--- config.mk ---
export PLATFORM = sky130hd
export DESIGN_NAME = regfile_wb_queue_flat
export DESIGN_NICKNAME = d
export VERILOG_FILES = /design/src/rtl/regfile_pkg.sv /design/src/rtl/regfile_wb_queue_if.sv /design/src/rtl/regfile_wbq_match.sv /design/src/rtl/regfile_wb_queue.sv /design/src/flat_wrapper.sv
export SDC_FILE = /design/constraint.sdc
export NUM_CORES = 1
export LEC_CHECK = 0
export BUFFER_PORTS_ARGS = -buffer_cell sky130_fd_sc_hd__clkbuf_2
export CAP_MARGIN = 20
export CELL_PAD_IN_SITES_DETAIL_PLACEMENT = 2
export CELL_PAD_IN_SITES_GLOBAL_PLACEMENT = 2
export CORE_AREA = 5 5 165 167
export CTS_CLUSTER_SIZE = 28
export DETAILED_ROUTE_END_ITERATION = 6
export DIE_AREA = 0 0 170 172
export GPL_ROUTABILITY_DRIVEN = 0
export PLACE_DENSITY_LB_ADDON = 0.1
export SLEW_MARGIN = 20
export SYNTH_ARGS = -nofsm -noshare
export SYNTH_HDL_FRONTEND = slang
export SYNTH_HIERARCHICAL = 1
export SYNTH_SLANG_ARGS = --single-unit
export TNS_END_PERCENT = 5
--- constraint.sdc ---
create_clock -name clk -period 6.3 [get_ports clk]
set_input_delay 1.26 -clock clk [delete_from_list [all_inputs] [get_ports clk]]
set_output_delay 1.26 -clock clk [all_outputs]
set_load 0.03 [all_outputs]
--- src/rtl/regfile_pkg.sv ---
// Shared types and constants for the regfile writeback queue.
package regfile_pkg;

  localparam int REG_ADDR_W = 5;
  localparam int REG_DATA_W = 64;

  // Register 31 reads as zero; writes to it are discarded.
  localparam logic [REG_ADDR_W-1:0] XZR_ADDR = 5'd31;

  // One pending writeback: destination register and its result.
  typedef struct packed {
    logic [REG_ADDR_W-1:0] addr;
    logic [REG_DATA_W-1:0] data;
  } wbq_entry_t;

endpackage

--- src/rtl/regfile_wb_queue_if.sv ---
// Bus bundle for regfile_wb_queue: producer handshake, regfile write port,
// read-address snoop and occupancy. fwdDataA/fwdDataB exist only when
// REGFILE_WBQ_BYPASS_EN is defined.
interface regfile_wb_queue_if #(
  parameter int DEPTH  = 4,
  parameter int DATA_W = 64,
  parameter int ADDR_W = 5
);
  localparam int CNT_W = $clog2(DEPTH + 1);

  logic              in_valid;
  logic              in_ready;
  logic [ADDR_W-1:0] in_addr;
  logic [DATA_W-1:0] in_data;
  logic              drain_en;
  logic              write;
  logic [ADDR_W-1:0] wrAddr;
  logic [DATA_W-1:0] wrData;
  logic [ADDR_W-1:0] rdAddrA;
  logic [ADDR_W-1:0] rdAddrB;
  logic              hitA;
  logic              hitB;
  logic [CNT_W-1:0]  count;
`ifdef REGFILE_WBQ_BYPASS_EN
  logic [DATA_W-1:0] fwdDataA;
  logic [DATA_W-1:0] fwdDataB;

  modport master (
    output in_valid, in_addr, in_data, drain_en, rdAddrA, rdAddrB,
    input  in_ready, write, wrAddr, wrData, hitA, hitB, count, fwdDataA, fwdDataB
  );

  modport slave (
    input  in_valid, in_addr, in_data, drain_en, rdAddrA, rdAddrB,
    output in_ready, write, wrAddr, wrData, hitA, hitB, count, fwdDataA, fwdDataB
  );
`else
  modport master (
    output in_valid, in_addr, in_data, drain_en, rdAddrA, rdAddrB,
    input  in_ready, write, wrAddr, wrData, hitA, hitB, count
  );

  modport slave (
    input  in_valid, in_addr, in_data, drain_en, rdAddrA, rdAddrB,
    output in_ready, write, wrAddr, wrData, hitA, hitB, count
  );
`endif

endinterface

--- src/rtl/regfile_wbq_match.sv ---
// Address compare of one regfile read port against all queued entries.
// Entries arrive ordered oldest (index 0) to youngest (index DEPTH-1).
// With REGFILE_WBQ_BYPASS_EN defined, also selects the youngest matching data.
module regfile_wbq_match
  import regfile_pkg::*;
#(
  parameter int DEPTH  = 4,
  parameter int DATA_W = REG_DATA_W,
  parameter int ADDR_W = REG_ADDR_W
) (
  input  logic [ADDR_W-1:0] rd_addr,
  input  logic [ADDR_W-1:0] ent_addr [DEPTH],
  input  logic [DEPTH-1:0]  ent_valid,
  output logic              hit
`ifdef REGFILE_WBQ_BYPASS_EN
  ,
  input  logic [DATA_W-1:0] ent_data [DEPTH],
  output logic [DATA_W-1:0] fwd_data
`endif
);

  // Scan oldest to youngest so the last match seen is the youngest one.
  always_comb begin
    // NOTE: every output gets a default before the loop so no path holds a value (no latch).
    hit = 1'b0;
`ifdef REGFILE_WBQ_BYPASS_EN
    fwd_data = '0;
`endif
    for (int k = 0; k < DEPTH; k++) begin
      if (ent_valid[k] && (ent_addr[k] == rd_addr) && (rd_addr != ADDR_W'(XZR_ADDR))) begin
        hit = 1'b1;
`ifdef REGFILE_WBQ_BYPASS_EN
        fwd_data = ent_data[k];
`endif
      end
    end
  end

endmodule

--- src/rtl/regfile_wb_queue.sv ---
// Writeback queue in front of regfile_32x64. Buffers results from the
// pipeline and drains one per cycle into the regfile write port when
// drain_en is high. Snoops both read addresses and flags pending writes.
// Optional feature macro: REGFILE_WBQ_BYPASS_EN (youngest-entry forwarding).
module regfile_wb_queue
  import regfile_pkg::*;
#(
  parameter int DEPTH  = 4,
  parameter int DATA_W = REG_DATA_W,
  parameter int ADDR_W = REG_ADDR_W
) (
  input logic                clk,
  input logic                reset,
  regfile_wb_queue_if.slave  bus
);

  localparam int PTR_W = $clog2(DEPTH);
  localparam int CNT_W = $clog2(DEPTH + 1);
  localparam logic [CNT_W-1:0] FULL_CNT = CNT_W'(DEPTH);

  // NOTE: entry storage has no reset; validity comes only from the pointers and count.
  wbq_entry_t        mem [DEPTH];
  logic [PTR_W-1:0]  rd_ptr;
  logic [PTR_W-1:0]  wr_ptr;
  logic [CNT_W-1:0]  count_q;

  logic              not_empty;
  logic              pop;
  logic              in_ready;
  logic              enq;
  wbq_entry_t        head;

  logic [ADDR_W-1:0] ord_addr [DEPTH];
  logic [DEPTH-1:0]  ord_valid;
  logic              hit_a;
  logic              hit_b;

  assign not_empty = (count_q != '0);
  assign pop       = not_empty && bus.drain_en;
  // A full queue still accepts when the head leaves in the same cycle.
  assign in_ready  = (count_q < FULL_CNT) || bus.drain_en;
  // Writes to XZR complete the handshake but never occupy a slot.
  assign enq       = bus.in_valid && in_ready && (bus.in_addr != ADDR_W'(XZR_ADDR));
  assign head      = mem[rd_ptr];

  // Pointer and occupancy bookkeeping; reset drops every queued entry.
  always_ff @(posedge clk or negedge reset) begin
    // NOTE: sequential state uses non-blocking assignments only.
    if (!reset) begin
      rd_ptr  <= '0;
      wr_ptr  <= '0;
      count_q <= '0;
    end else begin
      if (enq) wr_ptr <= wr_ptr + PTR_W'(1);
      if (pop) rd_ptr <= rd_ptr + PTR_W'(1);
      count_q <= count_q + CNT_W'(enq) - CNT_W'(pop);
    end
  end

  // Entry storage write.
  always_ff @(posedge clk) begin
    if (enq) mem[wr_ptr] <= '{addr: bus.in_addr, data: bus.in_data};
  end

  // Age-ordered view of the queue for the snoop compare (index 0 = head).
  for (genvar k = 0; k < DEPTH; k++) begin : g_ord
    assign ord_addr[k]  = mem[rd_ptr + PTR_W'(k)].addr;
    assign ord_valid[k] = (CNT_W'(k) < count_q);
  end

`ifdef REGFILE_WBQ_BYPASS_EN
  logic [DATA_W-1:0] ord_data [DEPTH];
  logic [DATA_W-1:0] fwd_a;
  logic [DATA_W-1:0] fwd_b;

  for (genvar k = 0; k < DEPTH; k++) begin : g_ord_data
    assign ord_data[k] = mem[rd_ptr + PTR_W'(k)].data;
  end
`endif

  regfile_wbq_match #(.DEPTH(DEPTH), .DATA_W(DATA_W), .ADDR_W(ADDR_W)) u_match_a (
    .rd_addr   (bus.rdAddrA),
    .ent_addr  (ord_addr),
    .ent_valid (ord_valid),
    .hit       (hit_a)
`ifdef REGFILE_WBQ_BYPASS_EN
    ,
    .ent_data  (ord_data),
    .fwd_data  (fwd_a)
`endif
  );

  regfile_wbq_match #(.DEPTH(DEPTH), .DATA_W(DATA_W), .ADDR_W(ADDR_W)) u_match_b (
    .rd_addr   (bus.rdAddrB),
    .ent_addr  (ord_addr),
    .ent_valid (ord_valid),
    .hit       (hit_b)
`ifdef REGFILE_WBQ_BYPASS_EN
    ,
    .ent_data  (ord_data),
    .fwd_data  (fwd_b)
`endif
  );

  // Outputs: write port shows the head entry, gated to zero when empty.
  assign bus.in_ready = in_ready;
  assign bus.write    = pop;
  assign bus.wrAddr   = not_empty ? head.addr : '0;
  assign bus.wrData   = not_empty ? head.data : '0;
  assign bus.hitA     = hit_a;
  assign bus.hitB     = hit_b;
  assign bus.count    = count_q;
`ifdef REGFILE_WBQ_BYPASS_EN
  assign bus.fwdDataA = fwd_a;
  assign bus.fwdDataB = fwd_b;
`endif

endmodule
--- src/flat_wrapper.sv ---
// flat-port wrapper written by rule: the top's interface ports become plain ports
module regfile_wb_queue_flat import regfile_pkg::*;
#(
  parameter int DEPTH  = 4,
  parameter int DATA_W = REG_DATA_W,
  parameter int ADDR_W = REG_ADDR_W
)
  (clk, reset, bus_in_valid, bus_in_addr, bus_in_data, bus_drain_en, bus_rdAddrA, bus_rdAddrB, bus_in_ready, bus_write, bus_wrAddr, bus_wrData, bus_hitA, bus_hitB, bus_count);
  regfile_wb_queue_if #(.DEPTH(DEPTH), .DATA_W(DATA_W), .ADDR_W(ADDR_W)) bus_i ();
  input logic clk;
  input logic reset;
  input wire logic [$bits(bus_i.in_valid)-1:0] bus_in_valid;
  input wire logic [$bits(bus_i.in_addr)-1:0] bus_in_addr;
  input wire logic [$bits(bus_i.in_data)-1:0] bus_in_data;
  input wire logic [$bits(bus_i.drain_en)-1:0] bus_drain_en;
  input wire logic [$bits(bus_i.rdAddrA)-1:0] bus_rdAddrA;
  input wire logic [$bits(bus_i.rdAddrB)-1:0] bus_rdAddrB;
  output wire logic [$bits(bus_i.in_ready)-1:0] bus_in_ready;
  output wire logic [$bits(bus_i.write)-1:0] bus_write;
  output wire logic [$bits(bus_i.wrAddr)-1:0] bus_wrAddr;
  output wire logic [$bits(bus_i.wrData)-1:0] bus_wrData;
  output wire logic [$bits(bus_i.hitA)-1:0] bus_hitA;
  output wire logic [$bits(bus_i.hitB)-1:0] bus_hitB;
  output wire logic [$bits(bus_i.count)-1:0] bus_count;
  assign bus_i.in_valid = bus_in_valid;
  assign bus_i.in_addr = bus_in_addr;
  assign bus_i.in_data = bus_in_data;
  assign bus_i.drain_en = bus_drain_en;
  assign bus_i.rdAddrA = bus_rdAddrA;
  assign bus_i.rdAddrB = bus_rdAddrB;
  assign bus_in_ready = bus_i.in_ready;
  assign bus_write = bus_i.write;
  assign bus_wrAddr = bus_i.wrAddr;
  assign bus_wrData = bus_i.wrData;
  assign bus_hitA = bus_i.hitA;
  assign bus_hitB = bus_i.hitB;
  assign bus_count = bus_i.count;
  regfile_wb_queue #(.DEPTH(DEPTH), .DATA_W(DATA_W), .ADDR_W(ADDR_W)) u_core (.clk(clk), .reset(reset), .bus(bus_i));
endmodule
### Yosys cells after proc, flatten, opt, wreduce, memory -nomap -nowiden

Memories as Yosys holds them, arrays and structs flattened.
Index checks and enable logic that the tools add are counted.

* bits in registers: 7
* bits in writable memories: 276
* bits of input ports: 83
* output and inout bits: 76
* logic and storage cells: 59
* memories kept: 1

* $add $sub $neg: 6
* magnitude comparators: 5
* eq/ne operators: 11
* mux-type cells: 12
* reduce and logical (&&, ||, !) cells: 21

Memories
* u_core.mem: words 4, width 69, read ports 4, clocked after memory_dff 0, wr ports 1, line regfile_wb_queue.sv:22 `wbq_entry_t mem [DEPTH];`

Operator list (number)
* 64-bit two-way mux: 1
* 5-bit equality test: 8
* 1-bit logical AND: 19
* 5-bit inequality test, second input constant: 3
* 1-bit two-way mux: 10
* 1-bit by 3-bit less-than comparator with 1-bit output, first input constant: 2
* 2-bit by 3-bit less-than comparator with 1-bit output, first input constant: 2
* 5-bit two-way mux: 1
* 2-bit by 1-bit adder with 2-bit output, second input constant: 2
* 2-bit adder, second input constant: 2
* 3-bit by 1-bit adder with 3-bit output: 1
* 3-bit less-than comparator, second input constant: 1
* 3-bit nonzero test: 1
* 3-bit by 1-bit subtractor with 3-bit output: 1
* 1-bit logical OR: 1

### Depth between registers and ports, before layout

An unclocked memory read counts as a cell.

* depth in word-level cells: 8
* gate-level depth with buffers: 11
* depth with buffers taken out: 8

### Cells and area by module

The synthesis kept the hierarchy.

By module, submodules not included
* regfile_wb_queue: times used 1, cells each 523, area each 11280.8 µm², seq. area each 8463.1 µm²
* regfile_wbq_match: times used 2, cells each 36, area each 294.0 µm², seq. area each 0.0 µm²

### Worst setup path after synthesis

Ideal clock, no wire load.

* path kind: input to register
* from: in bus_drain_en
* to: mem u_core/mem[0][0] in the netlist's numbering, enable pin
* setup time: 0.435 ns
* arrival: 3.508 ns
* path slack: 2.357 ns
* cell stages on the path: 3
* cell sequence: nand2b_1 -> o211a_1 -> and2_1

* word-level cells in the longest chain between the ends: 5

RTL lines
* from (decl): line flat_wrapper.sv:15 `input wire logic [$bits(bus_i.drain_en)-1:0] bus_drain_en;`
* 1-bit logical OR: line regfile_wb_queue.sv:41 `assign in_ready = (count_q < FULL_CNT) || bus.drain_en;`
* 1-bit logical AND (2 in series): line regfile_wb_queue.sv:43 `assign enq = bus.in_valid && in_ready && (bus.in_addr != ADDR_W'(XZR_ADDR));`
* 1-bit two-way mux: line regfile_wb_queue.sv:62 `if (enq) mem[wr_ptr] <= '{addr: bus.in_addr, data: bus.in_data};`
* 1-bit two-way mux (implied by the code): line regfile_wb_queue.sv:62
* to (decl): line regfile_wb_queue.sv:22

No other way between the ends.

==> results.sh <==
export IMPL_rsz0062_at_grt="no"
export IMPL_fin_ws_ns=1.34
export IMPL_r2r_start="u_core/bus.count[1]"
export IMPL_powerDensity_mw_per_mm2=537
export IMPL_cts_buffers=30
export IMPL_core_area_mm2=0.0256
export IMPL_finalHoldViolations=0
export IMPL_routed_wl_um=29800
export IMPL_cp_start_kind="flip-flop"
export IMPL_tns_ns=0
export IMPL_overflow=0
export IMPL_grt_pass1_vias=7173
export IMPL_antenna_found_initial=4
export IMPL_synth_top_cell_by_area="edfxtp_1"
export IMPL_relSlewSlack_pct=35.9
export IMPL_dp_cells=1056
export IMPL_dp_hpwl_um=19300
export IMPL_drive_gt1_share_pct=39.0
export IMPL_netlist_top_cells_area="edfxtp_1, mux4_2, and2_1"
export IMPL_critPathCaptureType="primary output"
export IMPL_fin_nets=845
export IMPL_placed_area_mm2=0.0129
export IMPL_wl_per_cell_um=26.8
export IMPL_post_cts_setup_buffers=0
export IMPL_cts_buffer_depth=3
export IMPL_max_freq_mhz=201
export IMPL_crit_type="reg -> out"
export IMPL_grt_max_degree=66
export IMPL_dieHeight_um=172
export IMPL_rows=59
export IMPL_n_antenna_cell=0
export IMPL_io_pins=159
export IMPL_antenna_left=0
export IMPL_finalClockSkew_ns=0.0228
export IMPL_vias_per_cell=5.57
export IMPL_ir_drop_v=0.000365
export IMPL_clk_latency_ns=0.55
export IMPL_synth_xor_xnor_area_share_pct=3.37
export IMPL_vias=6190
export IMPL_drc=0
export IMPL_cts_hold_buffers=0
export IMPL_cp_required_ns=5.04
export IMPL_syn_nets=687
export IMPL_port_buffers=158
export IMPL_die_w_um=170
export IMPL_period_share_pct=78.8
export IMPL_ys_warn_count=6
export IMPL_avgSynthCellArea_um2=19.9
export IMPL_num_fill_cells=2226
export IMPL_synthCells=595
export IMPL_synth_seq_cells=283
export IMPL_setup_viol=0
export IMPL_drt_iter0_markers=476
export IMPL_grt_pass1_wl_um=45500
export IMPL_r2r_worst_path_cells=8
export IMPL_die_area_mm2=0.0292
export IMPL_regArea_mm2=0.00847
export IMPL_synth_cell_types=30
export IMPL_tightest_slew_ns=0.961
export IMPL_worstPathArrival_ns=3.70
export IMPL_clock_sinks=283
export IMPL_grt_use_total_pct=20.7
export IMPL_rr_endpoint="u_core/bus.count[2]"
export IMPL_yosys_area_share_simple_pct=5.61
export IMPL_syn_to_final_growth_pct=17.4
export IMPL_cts_tree="built"
export IMPL_slew_violations=0
export IMPL_yosysSeqAreaShare_pct=71.3
export IMPL_final_cells=1112
export IMPL_regToRegSetupSlack_ns=3.18
export IMPL_synth_mux_area_share_pct=14.9
export IMPL_hold_class="in -> async"
export IMPL_synth_top_area_share_pct=69.8
export IMPL_drt_pre_antenna_iters=4
export IMPL_status="completed"
export IMPL_clkTransAtPathRegs_ns=0.06
export IMPL_synth_compound_area_share_pct=1.08
export IMPL_synth_adder_area_share_pct=1.01
export IMPL_syn_area_mm2=0.0119
export IMPL_htree_num_levels=1
export IMPL_stdcell_area_mm2=0.0139
export IMPL_start_util_pct=46.3
export IMPL_maxCapViolCount=0
export IMPL_finalCriticalPeriod_ns=4.96
export IMPL_pre_cts_ws_ns=2.00
export IMPL_ctsResizeCount=0
export IMPL_synth_top_family_by_area="multiplexers"
export IMPL_multi_input_area_mm2=0.00309
export IMPL_cts_root_buf="clkbuf_16"
export IMPL_p_leak_nw=4.88
export IMPL_cp_max_fo=65
through the flow:
stage	hold WS (ns)	power (mW)	utilization, %
finish	0.550	7.48	54.4
global route	0.545	7.86	54.4
CTS	0.537	7.61	54.4
detailed placement	0.564	5.68	50.2
global placement	0.541	5.54	50.2
floorplan	0.534	4.82	-
cells in the mapped netlist:
library cell,n
nor4_1,8
a21oi_1,9
xor2_2,2
clkbuf_1,8
nand2b_1,1
buf_4,5
fa_1,1
edfxtp_1,276
xor2_1,30
buf_12,3
clkinv_1,1
nand2_1,2
nand3_1,10
a31oi_1,2
and3_2,2
mux2_2,1
dfrtp_1,7
and2_1,74
buf_6,7
nor2b_1,8
and4_1,2
inv_1,9
mux4_2,76
a211oi_1,8
mux2i_1,4
o211a_1,1
xnor2_1,12
ha_1,8
or3_1,1
buf_2,17
cell families (layout without fill, tap and decap cells):
family          Yosys count  in the layout
compound gates           20             20
xor+xnor                 44             44
fa+ha+maj                 9              9
buf+inv                  50            232
flops                   283            283
mux                      81             81
simple gates            108            108
flip-flops by register name (all words and copies together), names as in the netlist:
name	count
u_core/bus.count	3
u_core/mem	276
u_core/rd_ptr	2
u_core/wr_ptr	2
power breakdown:
part | switching, mW | total (mW) | internal, mW
Sequential | 0.233 | 2.66 | 2.42
Clock | 0.706 | 1.88 | 1.18
Combinational | 1.84 | 2.94 | 1.10
Total | 2.78 | 7.48 | 4.71
layout by cell type, fill, tap and decap left out, types with 3 or more instances in the layout:
| cell | n |
|---|---|
| nand3_1 | 10 |
| mux2i_1 | 4 |
| clkinv_2 | 7 |
| inv_1 | 9 |
| clkbuf_2 | 158 |
| clkbuf_16 | 31 |
| a21oi_1 | 9 |
| bufinv_16 | 6 |
| a211oi_1 | 8 |
| clkbuf_1 | 6 |
| nor2b_1 | 8 |
| ha_1 | 8 |
| xnor2_1 | 12 |
| dfrtp_1 | 5 |
| and2_4 | 4 |
| xor2_1 | 30 |
| buf_4 | 8 |
| and2_1 | 70 |
| clkbuf_8 | 3 |
| edfxtp_1 | 276 |
| nor4_1 | 8 |
| mux4_2 | 76 |
area by class of cell:
cell class / count / share of cell area (%)
repair buffers: 166 / 6.10
multi-input cells: 262 / 22.2
flip-flops and latches: 283 / 60.8
clock inverters: 16 / 1.68
inverters: 10 / 0.269
clock buffers: 40 / 6.02
well taps: 335 / 3.01
worst max-delay path: stages, from the launching register on:
cell	delay, ns
dfrtp_4	1.05
nor2b_1	0.15
a211oi_1	0.33
a21oi_1	0.16
xor2_1	0.21
nor4_1	0.50
nand3_1	0.18
and4_1	0.21
a31oi_1	0.14
clkbuf_2	0.23
routing by layer:
layer | share of wire (%) | track usage, % | vias to the layer above
met2 | 52 | 36.5 | 167
met3 | 5.4 | 4.18 | 43
met1 | 40 | 26.8 | 3303
met4 | 1.8 | 4.79 | 8
li1 | - | - | 2669
met5 | 0.17 | 0 | -
worst max path at each step:
stage / startpoint / end / slack, ns
final: u_core/rd_ptr[1] / bus_hitB / 1.34
after global routing: u_core/rd_ptr[0] / bus_hitA / 1.19
after CTS: u_core/rd_ptr[1] / bus_hitB / 1.33
after detailed placement: u_core/rd_ptr[1] / bus_hitA / 2.00
after global placement: u_core/rd_ptr[1] / bus_hitA / 2.19
after floorplan: bus_drain_en / u_core/mem[0][0] / 2.36
Power figures use the tool's default switching activity.
